===== config.mk =====
export PLATFORM = sky130hd
export DESIGN_NAME = uart_tx_fifo_param_flat
export DESIGN_NICKNAME = d
export VERILOG_FILES = /design/src/rtl/uart_tx_fifo_param_if.sv /design/src/rtl/uart_tx_fifo_param.sv /design/src/flat_wrapper.sv
export SDC_FILE = /design/constraint.sdc
export NUM_CORES = 1
export LEC_CHECK = 0
export CAP_MARGIN = 10
export CELL_PAD_IN_SITES_DETAIL_PLACEMENT = 2
export CELL_PAD_IN_SITES_GLOBAL_PLACEMENT = 2
export CORE_ASPECT_RATIO = 1.4
export CORE_MARGIN = 2
export CORE_UTILIZATION = 45
export DETAILED_ROUTE_END_ITERATION = 7
export PLACE_DENSITY = 0.83
export SETUP_SLACK_MARGIN = 0.3
export SYNTH_ARGS = -nofsm -noshare
export SYNTH_HDL_FRONTEND = slang
export SYNTH_SLANG_ARGS = --single-unit

===== constraint.sdc =====
create_clock -name clk -period 3.3 [get_ports clk]
set_input_delay 0.66 -clock clk [delete_from_list [all_inputs] [get_ports clk]]
set_output_delay 0.66 -clock clk [all_outputs]
set_load 0.1 [all_outputs]

===== src/rtl/uart_tx_fifo_param_if.sv =====
// Producer-side valid/ready handshake for the FIFO-fed UART transmitter.
// The producer drives the master side; the transmitter is the slave.
interface uart_tx_fifo_param_if #(
  parameter int DATA_BITS = 8
);
  logic [DATA_BITS-1:0] tx_data;
  logic                 tx_valid;
  logic                 tx_ready;

  modport master (
    output tx_data,
    output tx_valid,
    input  tx_ready
  );

  modport slave (
    input  tx_data,
    input  tx_valid,
    output tx_ready
  );
endinterface


===== src/rtl/uart_tx_fifo_param.sv =====
// Parametrised UART transmitter with an input FIFO.
// Frame: start, DATA_BITS LSB first, optional parity, STOP_BITS stop bits.
module uart_tx_fifo_param #(
  parameter int CLK_FREQ   = 100_000_000,
  parameter int BAUD       = 115200,
  parameter int DATA_BITS  = 8,
  parameter int PARITY     = 0,
  parameter int STOP_BITS  = 1,
  parameter int FIFO_DEPTH = 16
) (
  input  logic                        clk,
  input  logic                        rst,
  uart_tx_fifo_param_if.slave         tx,
  output logic                        UART_Tx,
  output logic                        busy,
  output logic [$clog2(FIFO_DEPTH):0] fifo_count
);
  localparam int CPB       = CLK_FREQ / BAUD;
  localparam int STOP_CLKS = STOP_BITS * CPB;
  localparam int AW        = $clog2(FIFO_DEPTH);
  localparam int BW        = $clog2(STOP_CLKS + 1);
  localparam int IW        = $clog2(DATA_BITS + 1);

  typedef enum logic [2:0] {
    IDLE,
    START,
    DATA,
    PAR,
    STOP
  } state_t;

  state_t               state;
  logic [DATA_BITS-1:0] mem [FIFO_DEPTH];
  logic [AW-1:0]        wr_ptr;
  logic [AW-1:0]        rd_ptr;
  logic [DATA_BITS-1:0] shreg;
  logic                 par_bit;
  logic [BW-1:0]        baud;
  logic [IW-1:0]        bit_idx;
  logic                 full;
  logic                 empty;
  logic                 push;
  logic                 pop;
  logic                 bit_end;
  logic                 stop_end;
  logic                 active_nxt;
  logic [AW:0]          count_nxt;

  assign full      = fifo_count == (AW+1)'(FIFO_DEPTH);
  assign empty     = fifo_count == '0;
  assign push      = tx.tx_valid && !full;
  assign pop       = (state == IDLE) && !empty;
  assign bit_end   = baud == BW'(CPB - 1);
  assign stop_end  = baud == BW'(STOP_CLKS - 1);
  assign count_nxt = fifo_count + (AW+1)'(push)
                   - (AW+1)'(pop);

  assign tx.tx_ready = !full;

  // FSM leaves IDLE only on a pop and returns only at the end of STOP
  assign active_nxt = (state == IDLE) ? pop
                    : !((state == STOP) && stop_end);

  always_ff @(posedge clk) begin
    if (push) begin
      mem[wr_ptr] <= tx.tx_data;
    end
  end

  always_ff @(posedge clk) begin
    if (rst) begin
      wr_ptr     <= '0;
      rd_ptr     <= '0;
      fifo_count <= '0;
    end else begin
      if (push) begin
        wr_ptr <= wr_ptr + 1'b1;
      end
      if (pop) begin
        rd_ptr <= rd_ptr + 1'b1;
      end
      fifo_count <= count_nxt;
    end
  end

  always_ff @(posedge clk) begin
    if (rst) begin
      state   <= IDLE;
      UART_Tx <= 1'b1;
      busy    <= 1'b0;
      baud    <= '0;
      bit_idx <= '0;
      shreg   <= '0;
      par_bit <= 1'b0;
    end else begin
      busy <= active_nxt || (count_nxt != '0);
      unique case (state)
        IDLE: begin
          UART_Tx <= 1'b1;
          baud    <= '0;
          if (pop) begin
            shreg   <= mem[rd_ptr];
            par_bit <= (PARITY == 1) ? ~^mem[rd_ptr]
                                     : ^mem[rd_ptr];
            UART_Tx <= 1'b0;
            state   <= START;
          end
        end
        START: begin
          if (bit_end) begin
            baud    <= '0;
            bit_idx <= '0;
            UART_Tx <= shreg[0];
            state   <= DATA;
          end else begin
            baud <= baud + 1'b1;
          end
        end
        DATA: begin
          if (bit_end) begin
            baud  <= '0;
            shreg <= shreg >> 1;
            if (bit_idx == IW'(DATA_BITS - 1)) begin
              if (PARITY != 0) begin
                UART_Tx <= par_bit;
                state   <= PAR;
              end else begin
                UART_Tx <= 1'b1;
                state   <= STOP;
              end
            end else begin
              bit_idx <= bit_idx + 1'b1;
              UART_Tx <= shreg[1];
            end
          end else begin
            baud <= baud + 1'b1;
          end
        end
        PAR: begin
          if (bit_end) begin
            baud    <= '0;
            UART_Tx <= 1'b1;
            state   <= STOP;
          end else begin
            baud <= baud + 1'b1;
          end
        end
        STOP: begin
          if (stop_end) begin
            baud  <= '0;
            state <= IDLE;
          end else begin
            baud <= baud + 1'b1;
          end
        end
        default: begin
          UART_Tx <= 1'b1;
          baud    <= '0;
          state   <= IDLE;
        end
      endcase
    end
  end
endmodule


===== src/flat_wrapper.sv =====
// flat-port wrapper written by rule: the top's interface ports become plain ports
module uart_tx_fifo_param_flat 
#(
  parameter int CLK_FREQ   = 100_000_000,
  parameter int BAUD       = 115200,
  parameter int DATA_BITS  = 8,
  parameter int PARITY     = 0,
  parameter int STOP_BITS  = 1,
  parameter int FIFO_DEPTH = 16
)
  (clk, rst, UART_Tx, busy, fifo_count, tx_tx_data, tx_tx_valid, tx_tx_ready);
  uart_tx_fifo_param_if #(.DATA_BITS(DATA_BITS)) tx_i ();
  input  logic clk;
  input  logic rst;
  output logic UART_Tx;
  output logic busy;
  output logic [$clog2(FIFO_DEPTH):0] fifo_count;
  input wire logic [$bits(tx_i.tx_data)-1:0] tx_tx_data;
  input wire logic [$bits(tx_i.tx_valid)-1:0] tx_tx_valid;
  output wire logic [$bits(tx_i.tx_ready)-1:0] tx_tx_ready;
  assign tx_i.tx_data = tx_tx_data;
  assign tx_i.tx_valid = tx_tx_valid;
  assign tx_tx_ready = tx_i.tx_ready;
  uart_tx_fifo_param #(.CLK_FREQ(CLK_FREQ), .BAUD(BAUD), .DATA_BITS(DATA_BITS), .PARITY(PARITY), .STOP_BITS(STOP_BITS), .FIFO_DEPTH(FIFO_DEPTH)) u_core (.clk(clk), .rst(rst), .tx(tx_i), .UART_Tx(UART_Tx), .busy(busy), .fifo_count(fifo_count));
endmodule

[Word-level counts from Yosys, hierarchy flattened]
Memories as Yosys holds them, arrays and structs flattened. A register that Yosys moved wholly into a read port is not among the register bits.
Index checks and enable logic that the tools add are counted.
Word-level totals
  flip-flop bits (word level): 40
  memory bits (writable): 128
  output and inout bits: 8
  logic and storage cells: 75
  memories: 1
Cells by class
  $add $sub $neg: 6
  equality and inequality tests: 14
  muxes and demuxes: 25
  bitwise operators: 2
  reduce and logical (&&, ||, !) cells: 18
Memories
  u_core.mem: words 16, width 8, rd ports 1, clocked after Yosys merged registers in 1, wr ports 1, RTL line uart_tx_fifo_param.sv:33  | logic [DATA_BITS-1:0] mem [FIFO_DEPTH];
Operators with widths (number)
  4-bit two-way mux: 5
  3-bit two-way mux: 6
  8-bit two-way mux: 2
  8-bit one-hot mux with 2 select lines: 1
  3-bit one-hot mux with 5 select lines: 1
  4-bit by 1-bit adder with 4-bit output, second input constant: 3
  2-bit by 1-bit inequality test with 1-bit output, second input constant: 6
  10-bit by 1-bit adder with 10-bit output, second input constant: 1
  10-bit == test, second input constant: 1
  1-bit two-way mux: 8
  4-bit one-hot mux with 2 select lines: 1
  4-bit AND reduction: 2
  3-bit by 2-bit == test with 1-bit output, second input constant: 2
  6-bit AND reduction: 1
  5-bit by 1-bit adder with 5-bit output: 1
  5-bit == test, second input constant: 1
  5-bit logical NOT: 1
  1-bit one-hot mux with 5 select lines: 1
  5-bit nonzero test: 1
  5-bit by 1-bit subtractor with 5-bit output: 1
  4-bit by 3-bit == test with 1-bit output, second input constant: 1
  2-bit nonzero test: 2
  4-bit OR reduction: 1
  3-bit by 1-bit == test with 1-bit output, second input constant: 1
  9 further kinds: 14

[Logic depth before layout (Yosys ltp)]
  word-level depth: 7
  depth in mapped cells: 12
  gate-level depth less buffers: 12

[Least setup slack after synthesis]
Ideal clock, no wire load.
  kind: reg-to-reg
  from: register u_core.fifo_count[4]
  to: register u_core.busy
  library setup time: 0.132 ns
  arrival: 4.045 ns
  setup slack: -0.877 ns
  cell stages (with the launch flop): 10
  period minus slack after synthesis: 4.177 ns
  cells stage by stage: dfxtp_1 -> nand4bb_1 -> and2_1 -> clkbuf_1 -> ha_1 -> fa_1 -> xnor2_1 -> nand2_1 -> nor4_1 -> a31oi_1
Between the ends
  word-level cells in the longest chain between the ends: 7
Ends and longest elaborated chain
  start: declaration: RTL line uart_tx_fifo_param.sv:16  | output logic [$clog2(FIFO_DEPTH):0] fifo_count
  start signal: assignment: RTL line uart_tx_fifo_param.sv:82  | fifo_count <= count_nxt;
  5-bit == test: RTL line uart_tx_fifo_param.sv:49  | assign full = fifo_count == (AW+1)'(FIFO_DEPTH);
  1-bit logical NOT
  net tx_tx_ready: RTL line flat_wrapper.sv:20  | output wire logic [$bits(tx_i.tx_ready)-1:0] tx_tx_ready;
  1-bit logical AND: RTL line uart_tx_fifo_param.sv:51  | assign push = tx.tx_valid && !full;
  net u_core.push: RTL line uart_tx_fifo_param.sv:42  | logic push;
  5-bit by 1-bit adder with 5-bit output: RTL line uart_tx_fifo_param.sv:55  | assign count_nxt = fifo_count + (AW+1)'(push)
  5-bit by 1-bit subtractor with 5-bit output: RTL line uart_tx_fifo_param.sv:56  | - (AW+1)'(pop);
  5-bit nonzero test: RTL line uart_tx_fifo_param.sv:96  | busy <= active_nxt || (count_nxt != '0);
  1-bit logical OR: RTL line uart_tx_fifo_param.sv:96
  end signal: assignment: RTL line uart_tx_fifo_param.sv:96
  end: declaration: RTL line uart_tx_fifo_param.sv:15  | output logic busy,
The timed path passes the listed nets, and every way through them passes these cells.
A chain may end at the register's enable or synchronous reset.

[Final worst setup path]
  from: register u_core.fifo_count[3]
  to: register u_core.busy
Between the ends
  word-level cells in the longest chain between the ends: 7
Ends and longest elaborated chain (RTL line)
  5-bit == test: uart_tx_fifo_param.sv:49
  1-bit logical NOT: uart_tx_fifo_param.sv:51
  1-bit logical AND: uart_tx_fifo_param.sv:51
  5-bit by 1-bit adder with 5-bit output: uart_tx_fifo_param.sv:55
  5-bit by 1-bit subtractor with 5-bit output: uart_tx_fifo_param.sv:56
  5-bit nonzero test: uart_tx_fifo_param.sv:96
  1-bit logical OR (*): uart_tx_fifo_param.sv:96
Every way passes the cells marked *; elsewhere a longest branch is shown, timed or not.

==> flow_summary.json <==
{
  "outcome": "complete, no violations",
  "synth_seq_cells": 172,
  "syn_avg_cell_area_um2": 15.1,
  "numCtsBuffers": 17,
  "worstHoldStart": "u_core.shreg[1]$_SDFFE_PP0P_",
  "crit_path_max_incr_delay_ns": 0.41,
  "vias": 4014,
  "io_buffers": 18,
  "period_needed_ns": 2.74,
  "grt_overflow_total": 0,
  "hold_end": "u_core.shreg[1]$_SDFFE_PP0P_",
  "critPathArrivalTime_ns": 3.05,
  "hold_slack_ns": 0.441,
  "ant_nets": 0,
  "crit-reg2reg-launch": "u_core.fifo_count[3]$_SDFF_PP0_",
  "power.total_mw": 6.36,
  "num_io_pins": 19,
  "synth_ff_type": "edfxtp_1",
  "synthArstFlopShare": 0,
  "final_common_cell": "edfxtp_1",
  "grt_max_degree": 23,
  "finalHoldViolCount": 0,
  "crit_family": "simple AND/OR/NAND/NOR gates",
  "root_buffer": "clkbuf_16",
  "clock_latency_ns": 0.43,
  "dp.cells": 669,
  "end_kind": "flip-flop",
  "syn2layout_area_growth_pct": 15.5,
  "placed_cell_area_mm2": 0.00746,
  "leakage_nw": 2.73,
  "synth.distinct_cells": 53,
  "tns_ns": 0,
  "critPathLaunchType": "flip-flop",
  "slew_violations": 0,
  "synth_top_family_by_area": "multiplexers",
  "path_depth": 11,
  "cp.required_ns": 3.61,
  "reg2reg_setup_slack_ns": 0.56,
  "die_area_mm2": 0.0165,
  "max_freq_mhz": 366,
  "rsz0062_at_grt": "false",
  "antenna_found_initial": 0,
  "dp_hpwl_mm": 11.5,
  "cts_max_path_buffers": 2,
  "worstSetupPathType": "reg -> reg",
  "die_w_um": 109,
  "fin_ws_ns": 0.565,
  "crit_fanout": 6,
  "start_util": 0.462,
  "rows": 53,
  "drive_above_1_share": 0.198,
  "synth_edf_count": 128,
  "r2r_cells": 11,
  "setup_viol": 0,
  "p_per_area_mw_per_mm2": 789,
  "fin_skew_ns": 0.0120,
  "synth_compound_area_frac": 0.0479,
  "pre_cts_slack_ns": 0.427,
  "finalWirelength_mm": 16.8,
  "mostFrequentLayoutCells": "edfxtp_1 (128), nor2_1 (45), dfxtp_1 (38)",
  "cts_tree": "yes",
  "vias_per_cell": 5.73,
  "fin_nets": 520,
  "fin_area_mm2": 0.00806,
  "cap_violations": 0,
  "postCtsHoldBufs": 0,
  "cts.clk_slew.worst_paths_ns": 0.07,
  "syn_area_mm2": 0.00698,
  "antennaDiodeCount": 0,
  "crit_chain": "inv_1 > ha_1 > nor4b_4 > or3_1 > nand2_1 > ha_1 > fa_1 > xnor2_1 > nand2_1 > nor4_1 > a31oi_1",
  "grt_usage": 0.223,
  "syn_inst": 461,
  "grt_pass1_wl_mm": 26.2,
  "post-route-period-util": 0.829,
  "fin_cells": 701,
  "yosys_warnings": 0,
  "clock_sinks": 172,
  "max-vdd-ir-drop_v": 0.000481,
  "gp_congestion": 0.792,
  "worstHoldPathCells": 2,
  "first_global_vias": 4444,
  "utilization": 0.533,
  "drt_pass1_iterations": 4,
  "htree_levels": 4,
  "tightest_slew_ns": 0.848,
  "synth_nets": 485,
  "ys_seq_area_frac": 0.677,
  "synth_fa_ha_area_frac": 0.0244,
  "hp-class": "reg -> reg",
  "wire_per_inst_um": 23.9,
  "synth_xor_area_frac": 0.0251,
  "cpMaxStageDelayCell": "fa_1",
  "r2r_end": "u_core.busy$_SDFF_PP0_",
  "die_h_um": 151,
  "cp_num_buf_inv": 1,
  "max_slew_margin": 0.434,
  "route.detailed.drc": 0,
  "yosys.area_share.simple": 0.0941,
  "drt_iter0_markers": 228,
  "synth_mux_area_frac": 0.114,
  "fp.coreArea_mm2": 0.0151
}
-- worst max path at each step --
stage	start	to	slack [ns]
6_report	u_core.fifo_count[3]$_SDFF_PP0_	u_core.busy$_SDFF_PP0_	0.56
5_1_grt	u_core.fifo_count[3]$_SDFF_PP0_	u_core.busy$_SDFF_PP0_	0.31
4_1_cts	u_core.fifo_count[3]$_SDFF_PP0_	u_core.busy$_SDFF_PP0_	0.41
3_5_place_dp	u_core.fifo_count[3]$_SDFF_PP0_	u_core.busy$_SDFF_PP0_	0.43
3_3_place_gp	tx_tx_valid	u_core.busy$_SDFF_PP0_	0.51
2_1_floorplan	u_core.fifo_count[4]$_SDFF_PP0_	u_core.busy$_SDFF_PP0_	0.35
-- metal layers --
metal,wire length (um),GRT usage,vias up
met5,0,0,-
met4,286,0.0728,0
met1,7020,0.270,2086
met2,9020,0.396,77
li1,-,-,1834
met3,438,0.0460,17
-- state kept, by name, indices dropped and copies added, names as in the netlist, named ones only --
name,flops
u_core.wr_ptr,4
u_core.baud,10
u_core.fifo_count,5
u_core.shreg,8
u_core.bit_idx,4
u_core.state,3
u_core.rd_ptr,4
u_core.mem,128
u_core.UART_Tx,1
u_core.busy,1
-- kinds of logic (layout without fill, tap and decap cells) --
family          count (synthesis)  in the layout
simple gates                  133            133
fa+ha+maj                      13             13
xor+xnor                       20             20
buf+inv                        29             77
compound gates                 50             50
mux                            44             44
flops                         172            172
-- layout make-up --
type / instances / area, um2
Timing Repair Buffer: 37 / 303
Multi-Input combinational cell: 260 / 2150
Tap cell: 192 / 240
Clock inverter: 15 / 173
Fill cell: 1367 / 7060
Clock buffer: 17 / 425
Sequential cell: 172 / 4740
Inverter: 8 / 30.0
-- worst register-to-register path, stage by stage (launching register included) --
cell and delay (ns):
dfxtp_4 0.35, inv_1 0.08, ha_1 0.21, nor4b_4 0.34
or3_1 0.24, nand2_1 0.08, ha_1 0.21, fa_1 0.41
xnor2_1 0.21, nand2_1 0.08, nor4_1 0.28, a31oi_1 0.12
-- synth_stat cells (8+ instances only) --
cell type | number | area share
nor3_1 | 14 | 0.010
nor2_1 | 45 | 0.024
edfxtp_1 | 128 | 0.55
mux2_2 | 10 | 0.016
clkbuf_1 | 12 | 0.0065
mux2i_1 | 8 | 0.011
dfxtp_1 | 44 | 0.13
inv_1 | 8 | 0.0043
nand2_1 | 28 | 0.015
o21ai_0 | 11 | 0.0079
xor2_1 | 13 | 0.016
mux4_2 | 22 | 0.071
ha_1 | 12 | 0.022
-- power by group --
part / internal (mW) / switching [mW]
registers: 2.50 / 0.208
clock network: 1.02 / 0.967
logic: 0.682 / 0.978
-- timing repair --
| item | CTS | global route |
|---|---|---|
| resized for setup | 0 | 1 |
| endpoints found under the setup margin | 0 | 1 |
| buffers inserted | 0 | 0 |
No activity file was read; power rests on OpenSTA's default activity.
